<file path="config.mk">
export PLATFORM = sky130hd
export DESIGN_NAME = redirect_control_t
export DESIGN_NICKNAME = d
export VERILOG_FILES = /design/src/rtl/redirect_pkg.sv /design/src/rtl/redirect_select_t.sv /design/src/rtl/redirect_control_t.sv
export SDC_FILE = /design/constraint.sdc
export NUM_CORES = 1
export LEC_CHECK = 0
export ABC_AREA = 1
export BUFFER_PORTS_ARGS = -buffer_cell sky130_fd_sc_hd__buf_2
export CELL_PAD_IN_SITES_DETAIL_PLACEMENT = 0
export CELL_PAD_IN_SITES_GLOBAL_PLACEMENT = 2
export CORE_ASPECT_RATIO = 1.25
export CORE_MARGIN = 1
export CORE_UTILIZATION = 25
export CTS_CLUSTER_DIAMETER = 100
export DETAILED_ROUTE_END_ITERATION = 12
export HOLD_SLACK_MARGIN = 0.08
export PLACE_DENSITY_LB_ADDON = 0.1
export SYNTH_ARGS = -nofsm -noshare
export SYNTH_HDL_FRONTEND = slang
export SYNTH_HIERARCHICAL = 1
export SYNTH_SLANG_ARGS = --single-unit
</file>
<file path="constraint.sdc">
create_clock -name CLK -period 2.55 [get_ports CLK]
set_input_delay 0.255 -clock CLK [delete_from_list [all_inputs] [get_ports CLK]]
set_output_delay 0.255 -clock CLK [all_outputs]
set_load 0.01 [all_outputs]
</file>
<file path="src/rtl/redirect_pkg.sv">
// rtl/redirect_pkg.sv - shared state and redirect-source encodings for redirect control
package redirect_pkg;

    typedef enum logic [1:0] {
        IDLE  = 2'd0,
        PEND  = 2'd1,
        DRAIN = 2'd2
    } state_e;

    localparam logic [1:0] SRC_NONE = 2'd0;
    localparam logic [1:0] SRC_EX1  = 2'd1;
    localparam logic [1:0] SRC_EX2  = 2'd2;
    localparam logic [1:0] SRC_ME   = 2'd3;

endpackage

</file>
<file path="src/rtl/redirect_select_t.sv">
// rtl/redirect_select_t.sv - combinational priority pick among ME and the two EX redirect lanes
module redirect_select_t
    import redirect_pkg::*;
#(
    parameter int XLEN = 32
) (
    input  logic            me_req_i,
    input  logic [XLEN-1:0] me_target_i,
    input  logic            ex1_req_i,
    input  logic [XLEN-1:0] ex1_target_i,
    input  logic            ex2_req_i,
    input  logic [XLEN-1:0] ex2_target_i,
    input  logic            ex2_older_i,
    output logic [1:0]      src_o,
    output logic [XLEN-1:0] target_o,
    output logic            any_req_o
);

    // ME is oldest in flight; between EX lanes the older one wins, else whichever requests
    always_comb begin
        src_o    = SRC_NONE;
        target_o = '0;
        if (me_req_i) begin
            src_o    = SRC_ME;
            target_o = me_target_i;
        end else if (ex2_older_i && ex2_req_i) begin
            src_o    = SRC_EX2;
            target_o = ex2_target_i;
        end else if (ex1_req_i) begin
            src_o    = SRC_EX1;
            target_o = ex1_target_i;
        end else if (ex2_req_i) begin
            src_o    = SRC_EX2;
            target_o = ex2_target_i;
        end
    end

    assign any_req_o = (src_o != SRC_NONE);

endmodule

</file>
<file path="src/rtl/redirect_control_t.sv">
// rtl/redirect_control_t.sv - sequences one PC redirect into fetch, holding flush/stall, then drains
module redirect_control_t
    import redirect_pkg::*;
#(
    parameter int XLEN         = 32,
    parameter int DRAIN_CYCLES = 2,
    parameter int CNT_W        = 16
) (
    input  logic             CLK,
    input  logic             RST,
    input  logic             ACT,
    input  logic             s_me_pcsrc_Q,
    input  logic [XLEN-1:0]  s_me_target_Q,
    input  logic             s_ex1_pcsrc_Q,
    input  logic [XLEN-1:0]  s_ex1_target_Q,
    input  logic             s_ex2_pcsrc_Q,
    input  logic [XLEN-1:0]  s_ex2_target_Q,
    input  logic             s_ex2_older_Q,
    input  logic             redir_ready,
    output logic             redir_valid,
    output logic [XLEN-1:0]  redir_target,
    output logic             s_pipe_flush_D,
    output logic             s_if_stall_D,
    output logic [1:0]       redir_src,
    output logic [CNT_W-1:0] redir_count
);

    localparam int DW = (DRAIN_CYCLES > 1) ? $clog2(DRAIN_CYCLES) : 1;

    state_e            state_q, state_d;
    logic [XLEN-1:0]   target_q, target_d;
    logic [1:0]        src_q, src_d;
    logic [DW-1:0]     drain_q, drain_d;
    logic [CNT_W-1:0]  count_q, count_d;

    logic [1:0]        sel_src;
    logic [XLEN-1:0]   sel_target;
    logic              sel_any;

    redirect_select_t #(.XLEN(XLEN)) u_select (
        .me_req_i     (s_me_pcsrc_Q),
        .me_target_i  (s_me_target_Q),
        .ex1_req_i    (s_ex1_pcsrc_Q),
        .ex1_target_i (s_ex1_target_Q),
        .ex2_req_i    (s_ex2_pcsrc_Q),
        .ex2_target_i (s_ex2_target_Q),
        .ex2_older_i  (s_ex2_older_Q),
        .src_o        (sel_src),
        .target_o     (sel_target),
        .any_req_o    (sel_any)
    );

    always_comb begin
        state_d  = state_q;
        target_d = target_q;
        src_d    = src_q;
        drain_d  = drain_q;
        count_d  = count_q;
        case (state_q)
            IDLE: begin
                if (ACT && sel_any) begin
                    state_d  = PEND;
                    target_d = {sel_target[XLEN-1:1], 1'b0};
                    src_d    = sel_src;
                end
            end
            PEND: begin
                // requests arriving here are on the wrong path and are deliberately dropped
                if (redir_ready) begin
                    state_d = DRAIN;
                    drain_d = DW'(DRAIN_CYCLES - 1);
                    if (count_q != {CNT_W{1'b1}}) begin
                        count_d = count_q + CNT_W'(1);
                    end
                end
            end
            DRAIN: begin
                if (drain_q == '0) begin
                    state_d = IDLE;
                    src_d   = SRC_NONE;
                end else begin
                    drain_d = drain_q - DW'(1);
                end
            end
            default: state_d = IDLE;
        endcase
    end

    always_ff @(posedge CLK) begin
        if (!RST) begin
            state_q  <= IDLE;
            target_q <= '0;
            src_q    <= SRC_NONE;
            drain_q  <= '0;
            count_q  <= '0;
        end else begin
            state_q  <= state_d;
            target_q <= target_d;
            src_q    <= src_d;
            drain_q  <= drain_d;
            count_q  <= count_d;
        end
    end

    assign redir_valid    = (state_q == PEND);
    assign s_if_stall_D   = (state_q == PEND);
    assign s_pipe_flush_D = (state_q != IDLE);
    assign redir_target   = target_q;
    assign redir_src      = src_q;
    assign redir_count    = count_q;

endmodule

</file>
Word-level counts from Yosys, hierarchy flattened --
Index checks and enable logic that the tools add are counted.
Word-level totals: flip-flop bits (word level) 52, input bits 104, output and inout port bits 53, word-level logic and storage cells 42
Cells by class: add/subtract/negate cells 2, equality and inequality tests 6, muxes and demuxes 17, reductions and logical operators 12
Operators by type and width (number):
- two-way mux 32 bit | 4
- adder 16 x 1 -> 16 bit, second input constant | 1
- two-way mux 2 bit | 8
- != test 16 bit, second input constant | 1
- AND reduction 3 bit | 3
- nonzero test 2 bit | 4
- != test 2 bit, second input constant | 3
- case mux 2 bit (3 select lines) | 1
- case mux 2 bit (2 select lines) | 1
- AND reduction 2 bit | 2
- == test 2 x 1 -> 1 bit, second input constant | 1
- == test 2 bit, second input constant | 1
- logical AND 1 bit | 2
- logical NOT 2 bit | 1
- two-way mux 1 bit | 2
- case mux 1 bit (2 select lines) | 1
- subtractor 1 bit, second input constant | 1

Logic depth before layout (Yosys ltp) --
depth in word-level cells 8, mapped depth 11, gate-level depth less buffers 10

Modules after synthesis --
Netlist, hierarchy kept.
Modules (own cells, without submodules):
- redirect_control_t | instances 1, cells each 323, area each 2222.1 um^2, sequential area each 1041.0 um^2
- redirect_select_t | instances 1, cells each 222, area each 1251.2 um^2, sequential area each 0.0 um^2

Least setup slack after synthesis --
Ideal clock, no wire load.
path type input port to flip-flop, start input s_ex2_pcsrc_Q, end register target_q[10] (netlist: redir_target[10]), library setup time 0.116 ns, arrival time 1.352 ns, required time 2.434 ns, path slack 1.082 ns, cell stages on the path 11, path buffers 3, cells stage by stage buf_4 -> nand2_4 -> buf_6 -> nand2_1 -> nand3_1 -> nand2_1 -> nor2_8 -> inv_2 -> buf_2 -> nor2_1 -> nor2_1
On the way: longest elaborated chain between the ends 7, elaborated cells on any way between the ends 12, those cells by class 8 x mux; 4 x reduce/logical
Ends and longest elaborated chain:
- from (decl) | RTL line redirect_control_t.sv:16 | input logic s_ex2_pcsrc_Q,
- two-way mux 2 bit | RTL line redirect_select_t.sv:32 | end else if (ex2_req_i) begin
- two-way mux 2 bit | RTL line redirect_select_t.sv:29 | end else if (ex1_req_i) begin
- two-way mux 2 bit (*) | RTL line redirect_select_t.sv:26 | end else if (ex2_older_i && ex2_req_i) begin
- two-way mux 2 bit (*) | RTL line redirect_select_t.sv:23 | if (me_req_i) begin
- nonzero test 2 bit (*) | RTL line redirect_select_t.sv:38 | assign any_req_o = (src_o != SRC_NONE);
- via sel_any | RTL line redirect_control_t.sv:38 | logic sel_any;
- logical AND 1 bit (*) | RTL line redirect_control_t.sv:61 | if (ACT && sel_any) begin
- AND reduction 2 bit (no line) (*)
- to (signal assigned) | RTL line redirect_control_t.sv:98 | target_q <= target_d;
- to (decl) | RTL line redirect_control_t.sv:31 | logic [XLEN-1:0] target_q, target_d;
The timed path passes the listed nets; every way through them passes the cells marked *. A chain may end at the register's enable or synchronous reset.

Worst setup path after layout --
start register state_q[0], end register count_q[15] (netlist: redir_count[15])
On the way: longest elaborated chain between the ends 2
Ends and longest elaborated chain:
- from (decl) | RTL line redirect_control_t.sv:30 | state_e state_q, state_d;
- from (signal assigned) | RTL line redirect_control_t.sv:97 | state_q <= state_d;
- == test 2 x 1 -> 1 bit | RTL line redirect_control_t.sv:59 | case (state_q)
- AND reduction 3 bit (no line)
- to (signal assigned) | RTL line redirect_control_t.sv:101 | count_q <= count_d;
- to (decl) | RTL line redirect_control_t.sv:34 | logic [CNT_W-1:0] count_q, count_d;
No other way between the ends.

==> reports/metrics.csv <==
metric,value,unit
CTS Sinks,52,
Worst-Margin Slew,0.636,ns
wire length of the first global-routing pass,18.3,mm
# hold bufs at CTS,0,
standard-cell rows,47,
Worst-path clk slew,0.08,ns
Clock Skew,0.00469,ns
Worst setup SP type,flip-flop,
Die X,107,um
Detail Route Antenna Nets,0,
Routed WL,11.4,mm
origin of the critical flop-to-flop path,state_q[0],
"reg-to-reg slack, setup",1.07,ns
Max Cap Violations,0,
hold path depth,5,
final setup fails,0,
Tcrit/Tclk final,0.581,
DRT iter0 DRCs,163,
Worst Path Arrival,1.72,ns
critical path startpoint,state_q[0],
Layout area overhead,26.2,%
CTS root buffer,clkbuf_16,
Pre-antenna DRT Iters,4,
DP Wirelength,8.28,mm
netlist area before placement,3450,sq um
pre-CTS setup slack,0.690,ns
pwr/cell area,500,nW/um^2
Fmax achieved,675,MHz
TritonCTS clock tree,yes,
CP Capture Type,flip-flop,
Die Height,133,um
Setup Buffers After CTS,0,
Final WS setup,1.07,ns
initial core utilization,0.258,
Max-slew headroom,0.576,
GP Congestion,0.745,
vias,3681,
RSZ-0062 raised after global routing,no,
Filler cells,1515,
clk buf depth,2,
r2r endpoint,redir_count[15],
Core ar.,13300,sq um
I/O Buffers,152,
r2r worst-path depth,8,
Syn Area/Cell,6.40,sq um
CP Class,reg -> reg,
Cells after Synth,539,
syn_nets,644,
layout cells sized above 1,0.319,
crit path time final,1.48,ns
antenna violations before repair,3,
Nets,777,
via density per instance,4.36,
Overflow after GRT,0,
worst endpoint required time,2.78,ns
Inserted Clock Buffers,5,
CP Capture Point,redir_count[15],
pin count of the biggest net entering global routing,35,
status,completed,
I/O Pins,157,
clock latency on the worst-skew pair,0.29,ns
type of the most critical hold path,in -> reg,
DRC violation count after routing,0,
Final Hold Vio Count,0,
post-route setup TNS,0,ns
cts repair resizes,0,
leakage power,2.32,nW
synth warn,6,
Worst Path Max Fanout,6,
Max IR drop VDD,0.395,mV
final slew viol count,0,
drt wl/cell,13.5,um
H-tree depth,2,
vias in the first global route,3523,
gr usage total,0.164,
die area,14300,sq um
-- sequential cells by signal, indices dropped and copies added (netlist names) --
register      cells
redir_target     31
redir_src         2
drain_q           1
redir_count      16
state_q           2
-- metrics by stage --
step                area, sq um  hold WS, ns   util  cells  power [mW]
floorplan                  3450        0.427      -    539        1.23
global placement           4180        0.448  0.313    836        1.40
global route               4350        0.303  0.326    845        2.32
detailed placement         4180        0.468  0.313    836        1.40
finish                     4350        0.277  0.326    845        2.18
CTS                        4350        0.271  0.326    844        2.22
-- per-layer routing --
| metal | vias up | global-route usage | part of all wire |
|---|---|---|---|
| li1 | 1958 | - | - |
| met4 | 2 | 0.0388 | 0.013 |
| met3 | 10 | 0.0342 | 0.049 |
| met1 | 1626 | 0.182 | 0.41 |
| met2 | 85 | 0.311 | 0.52 |
| met5 | - | 0 | 0.0011 |
-- final cells by class --
cell class	instances	area, sq um	area share
clock inverter	3	46.3	0.0106
antenna	1	2.50	0.000575
multi-input combinational	430	2010	0.462
clock buffer	5	125	0.0287
timing repair buffer	160	821	0.189
inverter	23	91.3	0.0210
tap	171	214	0.0492
sequential	52	1040	0.239
-- worst min-delay path by stage --
| stage | from | endpoint |
|---|---|---|
| global route | s_me_target_Q[9] | redir_target[9] |
| global placement | redir_src[1] | redir_src[1] |
| CTS | s_me_target_Q[12] | redir_target[12] |
| floorplan | redir_ready | state_q[0] |
| finish | s_me_target_Q[6] | redir_target[6] |
| detailed placement | redir_src[0] | redir_src[0] |
-- where the power goes --
part           total, mW  internal [mW]  switching, mW
Clock              0.801          0.468          0.334
Sequential         0.894          0.867         0.0270
Combinational      0.483          0.192          0.291
Total               2.18           1.53          0.651
-- layout by cell type (no fill, tap or decap), types with 2 or more instances in the layout --
cell type  instances
nand2_4            2
nand3_1           42
nand2_1          190
nor2_2             3
buf_4              8
inv_1             20
buf_2            152
nor2_4             3
clkbuf_16          5
a21oi_1           10
o21ai_1            2
o21ai_0           30
nand2_2            2
nand3_2           31
inv_2              2
dfxtp_1           52
nor2_1           109
-- critical path, stage by stage (launching register included) --
cell and delay [ns]:
dfxtp_1 0.39, nand3_2 0.21, nor2_2 0.20, inv_1 0.10
nor2_1 0.21, nand2_1 0.11, nand2_1 0.07, nand2_1 0.04
nor2_1 0.09
No activity file was read; power rests on OpenSTA's default activity.
